===== src/rtl/mem_access_unit_pkg.sv =====
// Shared constants for the MEM-stage access unit: op codes, FSM encoding,
// access sizes and the byte-strobe / lane-replication helpers.
package mem_access_unit_pkg;

  localparam logic [7:0] EXE_LB_OP  = 8'b1110_0000;
  localparam logic [7:0] EXE_LH_OP  = 8'b1110_0001;
  localparam logic [7:0] EXE_LW_OP  = 8'b1110_0011;
  localparam logic [7:0] EXE_LBU_OP = 8'b1110_0100;
  localparam logic [7:0] EXE_LHU_OP = 8'b1110_0101;
  localparam logic [7:0] EXE_SB_OP  = 8'b1110_1000;
  localparam logic [7:0] EXE_SH_OP  = 8'b1110_1001;
  localparam logic [7:0] EXE_SW_OP  = 8'b1110_1011;

  localparam logic [1:0] MAU_IDLE  = 2'd0;
  localparam logic [1:0] MAU_REQ   = 2'd1;
  localparam logic [1:0] MAU_WAIT  = 2'd2;
  localparam logic [1:0] MAU_DRAIN = 2'd3;

  typedef enum logic [1:0] {SZ_NONE, SZ_BYTE, SZ_HALF, SZ_WORD} mau_size_e;

  localparam logic [3:0] STRB_NONE = 4'b0000;
  localparam logic [3:0] STRB_BYTE = 4'b0001;
  localparam logic [3:0] STRB_HALF = 4'b0011;
  localparam logic [3:0] STRB_WORD = 4'b1111;

  function automatic logic is_load(input logic [7:0] op);
    return op inside {EXE_LB_OP, EXE_LBU_OP, EXE_LH_OP, EXE_LHU_OP, EXE_LW_OP};
  endfunction

  function automatic logic is_store(input logic [7:0] op);
    return op inside {EXE_SB_OP, EXE_SH_OP, EXE_SW_OP};
  endfunction

  function automatic mau_size_e op_size(input logic [7:0] op);
    case (op)
      EXE_LB_OP, EXE_LBU_OP, EXE_SB_OP: return SZ_BYTE;
      EXE_LH_OP, EXE_LHU_OP, EXE_SH_OP: return SZ_HALF;
      EXE_LW_OP, EXE_SW_OP:             return SZ_WORD;
      default:                          return SZ_NONE;
    endcase
  endfunction

  function automatic logic is_aligned(input mau_size_e sz, input logic [1:0] a);
    case (sz)
      SZ_WORD: return a == 2'b00;
      SZ_HALF: return ~a[0];
      default: return 1'b1;
    endcase
  endfunction

  function automatic logic [3:0] store_strb(input mau_size_e sz, input logic [1:0] a);
    case (sz)
      SZ_WORD: return STRB_WORD;
      SZ_HALF: return a[1] ? (STRB_HALF << 2) : STRB_HALF;
      SZ_BYTE: return STRB_BYTE << a;
      default: return STRB_NONE;
    endcase
  endfunction

  function automatic logic [31:0] store_data(input mau_size_e sz, input logic [31:0] w);
    case (sz)
      SZ_HALF: return {2{w[15:0]}};
      SZ_BYTE: return {4{w[7:0]}};
      default: return w;
    endcase
  endfunction

endpackage


===== src/rtl/mem_load_ext.sv =====
// Combinational load-lane selector: picks the byte/halfword addressed by
// addr_lo_i out of the raw SRAM word and sign- or zero-extends it.
module mem_load_ext
  import mem_access_unit_pkg::*;
(
  input  logic [7:0]  op_i,
  input  logic [1:0]  addr_lo_i,
  input  logic [31:0] rdata_i,
  output logic [31:0] result_o
);

  logic [7:0]  byte_sel;
  logic [15:0] half_sel;

  always_comb begin
    byte_sel = rdata_i[{addr_lo_i, 3'b000} +: 8];
    half_sel = addr_lo_i[1] ? rdata_i[31:16] : rdata_i[15:0];
    case (op_i)
      EXE_LB_OP:  result_o = {{24{byte_sel[7]}}, byte_sel};
      EXE_LBU_OP: result_o = {24'd0, byte_sel};
      EXE_LH_OP:  result_o = {{16{half_sel[15]}}, half_sel};
      EXE_LHU_OP: result_o = {16'd0, half_sel};
      EXE_LW_OP:  result_o = rdata_i;
      default:    result_o = 32'd0;
    endcase
  end

endmodule


===== src/rtl/mem_access_unit.sv =====
// MEM-stage data-SRAM access unit (split req/addr_ok/data_ok handshake).
// Define MAU_TIMEOUT_EN to add the addr_ok/data_ok watchdog driving bus_err.
module mem_access_unit
  import mem_access_unit_pkg::*;
#(
  parameter int unsigned TIMEOUT_CYCLES = 255,
  parameter int unsigned CNT_W          = 8
)
(
  input  logic        clk,
  input  logic        rst,
  input  logic        flush,
  input  logic        en,
  input  logic [7:0]  op,
  input  logic [31:0] addr,
  input  logic [31:0] wdata,
  output logic        data_req,
  output logic        data_wr,
  output logic [3:0]  data_wstrb,
  output logic [31:0] data_addr,
  output logic [31:0] data_wdata,
  input  logic        data_addr_ok,
  input  logic        data_data_ok,
  input  logic [31:0] data_rdata,
  output logic [31:0] result,
  output logic        result_valid,
  output logic        mem_stall,
  output logic        adel,
  output logic        ades,
  output logic [31:0] bad_addr,
  output logic        bus_err
);

  logic [1:0]  state_q, state_d;
  logic [7:0]  op_q, op_d;
  logic [31:0] addr_q, addr_d;
  logic [31:0] wdata_q, wdata_d;
  logic [31:0] result_q, result_d;
  logic        result_valid_q, result_valid_d;
  logic        in_ld, in_st, in_mem, in_aligned, start, misalign, complete;
  mau_size_e   in_size, q_size;
  logic [31:0] ext_data;

  always_comb begin
    in_ld      = is_load(op);
    in_st      = is_store(op);
    in_mem     = in_ld | in_st;
    in_size    = op_size(op);
    in_aligned = is_aligned(in_size, addr[1:0]);
    start      = en & in_mem & in_aligned & ~flush;
    misalign   = en & in_mem & ~in_aligned & ~flush;
  end

  assign adel     = misalign & in_ld;
  assign ades     = misalign & in_st;
  assign bad_addr = misalign ? addr : 32'd0;

  mem_load_ext u_load_ext (
    .op_i      (op_q),
    .addr_lo_i (addr_q[1:0]),
    .rdata_i   (data_rdata),
    .result_o  (ext_data)
  );

`ifdef MAU_TIMEOUT_EN
  logic [CNT_W-1:0] cnt_q, cnt_d;
  logic             bus_err_q, bus_err_d;
`else
  logic [31:0] unused_cfg;
  assign unused_cfg = 32'(TIMEOUT_CYCLES + CNT_W);
`endif

  always_comb begin
    state_d  = state_q;
    op_d     = op_q;
    addr_d   = addr_q;
    wdata_d  = wdata_q;
    complete = 1'b0;
    case (state_q)
      MAU_IDLE: if (start) begin
        state_d = MAU_REQ;
        op_d    = op;
        addr_d  = addr;
        wdata_d = wdata;
      end
      MAU_REQ: begin
        // addr_ok+data_ok together closes the whole transaction in one cycle
        if (data_addr_ok) begin
          if (data_data_ok) begin
            state_d  = MAU_IDLE;
            complete = ~flush;
          end else begin
            state_d = flush ? MAU_DRAIN : MAU_WAIT;
          end
        end else if (flush) begin
          state_d = MAU_IDLE;
        end
      end
      MAU_WAIT: begin
        if (data_data_ok) begin
          state_d  = MAU_IDLE;
          complete = ~flush;
        end else if (flush) begin
          state_d = MAU_DRAIN;
        end
      end
      MAU_DRAIN: if (data_data_ok) state_d = MAU_IDLE;
      default: state_d = MAU_IDLE;
    endcase
`ifdef MAU_TIMEOUT_EN
    bus_err_d = 1'b0;
    if (state_q != MAU_IDLE && state_d == state_q &&
        cnt_q == CNT_W'(TIMEOUT_CYCLES - 1)) begin
      state_d   = MAU_IDLE;
      bus_err_d = 1'b1;
    end
    cnt_d = (state_q == MAU_IDLE || state_d != state_q) ? '0 : cnt_q + CNT_W'(1);
`endif
    result_valid_d = complete;
    result_d       = result_q;
    if (complete) result_d = is_store(op_q) ? 32'd0 : ext_data;
  end

  always_comb begin
    case (state_q)
      MAU_IDLE:  mem_stall = start;
      MAU_REQ:   mem_stall = ~(data_addr_ok & data_data_ok);
      MAU_WAIT:  mem_stall = ~data_data_ok;
      MAU_DRAIN: mem_stall = en & in_mem;
      default:   mem_stall = 1'b0;
    endcase
  end

  always_ff @(posedge clk or negedge rst) begin
    if (!rst) begin
      state_q        <= MAU_IDLE;
      op_q           <= 8'd0;
      addr_q         <= 32'd0;
      wdata_q        <= 32'd0;
      result_q       <= 32'd0;
      result_valid_q <= 1'b0;
    end else begin
      state_q        <= state_d;
      op_q           <= op_d;
      addr_q         <= addr_d;
      wdata_q        <= wdata_d;
      result_q       <= result_d;
      result_valid_q <= result_valid_d;
    end
  end

`ifdef MAU_TIMEOUT_EN
  always_ff @(posedge clk or negedge rst) begin
    if (!rst) begin
      cnt_q     <= '0;
      bus_err_q <= 1'b0;
    end else begin
      cnt_q     <= cnt_d;
      bus_err_q <= bus_err_d;
    end
  end
  assign bus_err = bus_err_q;
`else
  assign bus_err = 1'b0;
`endif

  // Request fields come only from latched state, so they cannot move during REQ
  assign q_size       = op_size(op_q);
  assign data_req     = (state_q == MAU_REQ);
  assign data_wr      = data_req & is_store(op_q);
  assign data_wstrb   = data_wr ? store_strb(q_size, addr_q[1:0]) : STRB_NONE;
  assign data_addr    = {addr_q[31:2], 2'b00};
  assign data_wdata   = store_data(q_size, wdata_q);
  assign result       = result_q;
  assign result_valid = result_valid_q;

endmodule


===== config.mk =====
export PLATFORM = sky130hd
export DESIGN_NAME = mem_access_unit
export DESIGN_NICKNAME = d
export VERILOG_FILES = /design/src/rtl/mem_access_unit_pkg.sv /design/src/rtl/mem_load_ext.sv /design/src/rtl/mem_access_unit.sv
export SDC_FILE = /design/constraint.sdc
export NUM_CORES = 1
export LEC_CHECK = 0
export CAP_MARGIN = 10
export CORE_MARGIN = 1
export CORE_UTILIZATION = 43
export DETAILED_ROUTE_END_ITERATION = 7
export HOLD_SLACK_MARGIN = 0.06
export PLACE_DENSITY = 0.77
export SLEW_MARGIN = 5
export SYNTH_ARGS = -nofsm -noshare
export SYNTH_HDL_FRONTEND = slang
export SYNTH_SLANG_ARGS = --single-unit

===== constraint.sdc =====
create_clock -name clk -period 3 [get_ports clk]
set_input_delay 0.6 -clock clk [delete_from_list [all_inputs] [get_ports clk]]
set_output_delay 0.6 -clock clk [all_outputs]
set_load 0.01 [all_outputs]

==> reports/metrics.cfg <==
[clock_tree]
numCtsBuffers = 9
htreeDepth = 3
insertion_delay_ns = 0.35
clkSlewWorstSetupHoldPaths_ns = 0.07
cts.sink_count = 107
tritoncts = yes
cts_hold_buffers = 0
cts_root_buf = clkbuf_16
clockBufferDepth = 2

[timing]
final.setup.tns_ns = -0.005536
setup_slack_ns = -0.005536
finalHoldViolCount = 0
fin_skew_ns = 0.01152
rsz0062_at_grt = yes
slew_headroom = 0.5445
clock.fmax_ghz = 0.3327
finalSetupViolCount = 1
slew_violations = 0
period_share = 1.002
worst_pin_slew_ns = 0.6833
period_needed_ns = 3.006

[logic_synthesis]
synth.top_cells.by_count = dfrtp_1, mux2_1, buf_4, nand2_1, and2_1
ys_seq_area_frac = 0.4665
post-synth-top-area-cell = dfrtp_1
synth_top_area_frac = 0.4665
yosysMostFrequentCell = dfrtp_1
syn-cell-area_um2 = 5739
synth-main-ff-cell = dfrtp_1
syn_avg_cell_area_um2 = 11.34
netlist_instances = 506
synth-edff-count = 0
async_flop_share = 1.000
yosysWarnings = 0
ys_ff_latch = 107
synth_area_leaders = dfrtp_1, mux2_1, buf_4
synth_cell_types = 52

[job]
maxCapViolCount = 0

[routing]
vias = 4955
drt_wl_total_um = 16550
antenna_left = 0
wl_per_cell_um = 18.10
vias_per_cell = 5.421
drc = 0
firstDrtPassIters = 5
drtIter0Drc = 409

[floorplan]
die_w_um = 117.5
start_util = 0.4475
placeableCoreArea_um2 = 12820
rows = 41
io_pins = 249
die_h_um = 117.5
die_area_um2 = 13810

[global_route]
grt_pass1_vias = 5234
grt_pass1_wl_um = 27050
antenna_found_initial = 0
gr-usage-all-layers = 0.2473
globalRoute.totalOverflow = 0
grt_max_degree = 53

[worst_setup_path]
crit_chain = or2_4, o22a_1, nor2_4, ha_4, or2_4, buf_6, a22o_1, buf_2
crit_fanout = 6
start_kind = register
critPathCaptureType = primary output
crit_type = register to primary output
slowest_delay_ns = 0.41
slowest_stage = dfrtp_1
arrival_ns = 2.41
cpMostUsedCell = or2_4
critPathRequiredTime_ns = 2.40

[outcome]
violations = negative setup slack
outcome = finished, violations left

[finish]
layout.nets = 856
drive_gt1_frac = 0.1819
multi_input_area_um2 = 2670
seqCellArea_um2 = 2678
diodes = 0
fillers = 1022
finalInstanceArea_um2 = 8526
area_growth_pct = 48.55

[power_and_ir_drop]
power-per-cell-area_nw_per_um2 = 464.5
power_uw = 3960
ir_drop_uv = 293.1
leakagePower_uw = 0.004129

[worst_hold_path]
hold_class = input port to asynchronous set/reset pin

[placement]
io_buffer_count = 245
dp_slack_ns = -0.2854
hpwlAfterDp_um = 12250
place_congestion = 0.9731
place_area_um2 = 8262

-- critical path, delay by kind of cell (launching register included) --
kind / cells / cell delay, ns
fa+ha+maj: 1 / 0.24
flops: 1 / 0.41
simple gates: 3 / 0.70
compound gates: 2 / 0.43
buf+inv: 2 / 0.27
-- worst paths after layout --
path / from / end / slack [ns] / cells past startpoint
setup / recovery: op_q[1] / data_wdata[11] / -0.006 / 8
hold / removal: rst / result_valid / 0.28 / 1
setup reg to reg: state_q[1] / result[25] / 0.76 / 7
hold reg to reg: op_q[4] / op_q[4] / 0.48 / 1
max in group asynchronous: rst / addr_q[26] / 1.90 / 2
min in group clk: op_q[4] / op_q[4] / 0.48 / 1
-- report_power, final --
group	total (uW)	switching (uW)	internal, uW	leakage [uW]
registers	1730	128	1600	0.00147
clock network	1100	509	590	0.000128
logic	1130	524	606	0.00253
-- cells by family after synthesis --
logic type | count (synthesis) | synth area share
mux | 78 | 0.1663
fa+ha+maj | 9 | 0.01962
buf+inv | 89 | 0.09178
simple gates | 120 | 0.1182
compound gates | 101 | 0.1354
xor+xnor | 1 | 0.001526
other cells | 1 | 0.0006534
flops | 107 | 0.4665
-- cell type report --
class,count,area share
Clock buffer,15,0.03023
Clock inverter,1,0.001027
Inverter,17,0.007485
Multi-Input combinational cell,312,0.3132
Sequential cell,107,0.3141
Tap cell,172,0.02524
Timing Repair Buffer,290,0.3088
-- per-stage QoR --
step | hold WS [ns] | instances | util
after global placement | 0.4608 | 893 | 0.6442
after CTS | 0.3077 | 912 | 0.6694
final | 0.2834 | 914 | 0.6648
after global routing | 0.3348 | 914 | 0.6648
after floorplan | 0.3044 | 508 | -
after detailed placement | 0.4638 | 893 | 0.6442
-- state kept, by name (all words and copies together), names as in the netlist --
name and count:
wdata_q 32, addr_q 32, state_q 2, result_valid 1
result 32, op_q 8
-- routing by layer --
| metal | share of wire | up-vias | wire, um | global-route usage |
|---|---|---|---|---|
| li1 | - | 2249 | - | - |
| met1 | 0.39 | 2418 | 6460 | 0.2901 |
| met2 | 0.50 | 243 | 8242 | 0.4220 |
| met3 | 0.078 | 45 | 1290 | 0.06686 |
| met4 | 0.033 | 0 | 553 | 0.1130 |
| met5 | 0 | - | 0 | 0 |
-- placed cells by master, fill, tap and decap left out, types with 9 or more instances in the layout --
cell type and n:
nand2_1 41, o21ai_0 14, buf_4 41, dfrtp_1 107, a22o_1 18, nor2_1 12, mux2_1 68, dlygate4sd2_1 16
inv_1 14, clkdlybuf4s50_1 177, clkbuf_16 9, a221o_1 16, a21oi_1 9, and2_1 34, a22oi_1 12, clkbuf_2 37
clkdlybuf4s15_1 10
-- repair_timing --
action | 4_1_cts | 5_1_grt
setup endpoints to repair | 64 | 62
gates resized for setup | 107 | 98
setup buffers | 2 | 2
gates cloned | 1 | 0
pin swaps | 5 | 13
Note: power is estimated with default switching activity, not from simulation.
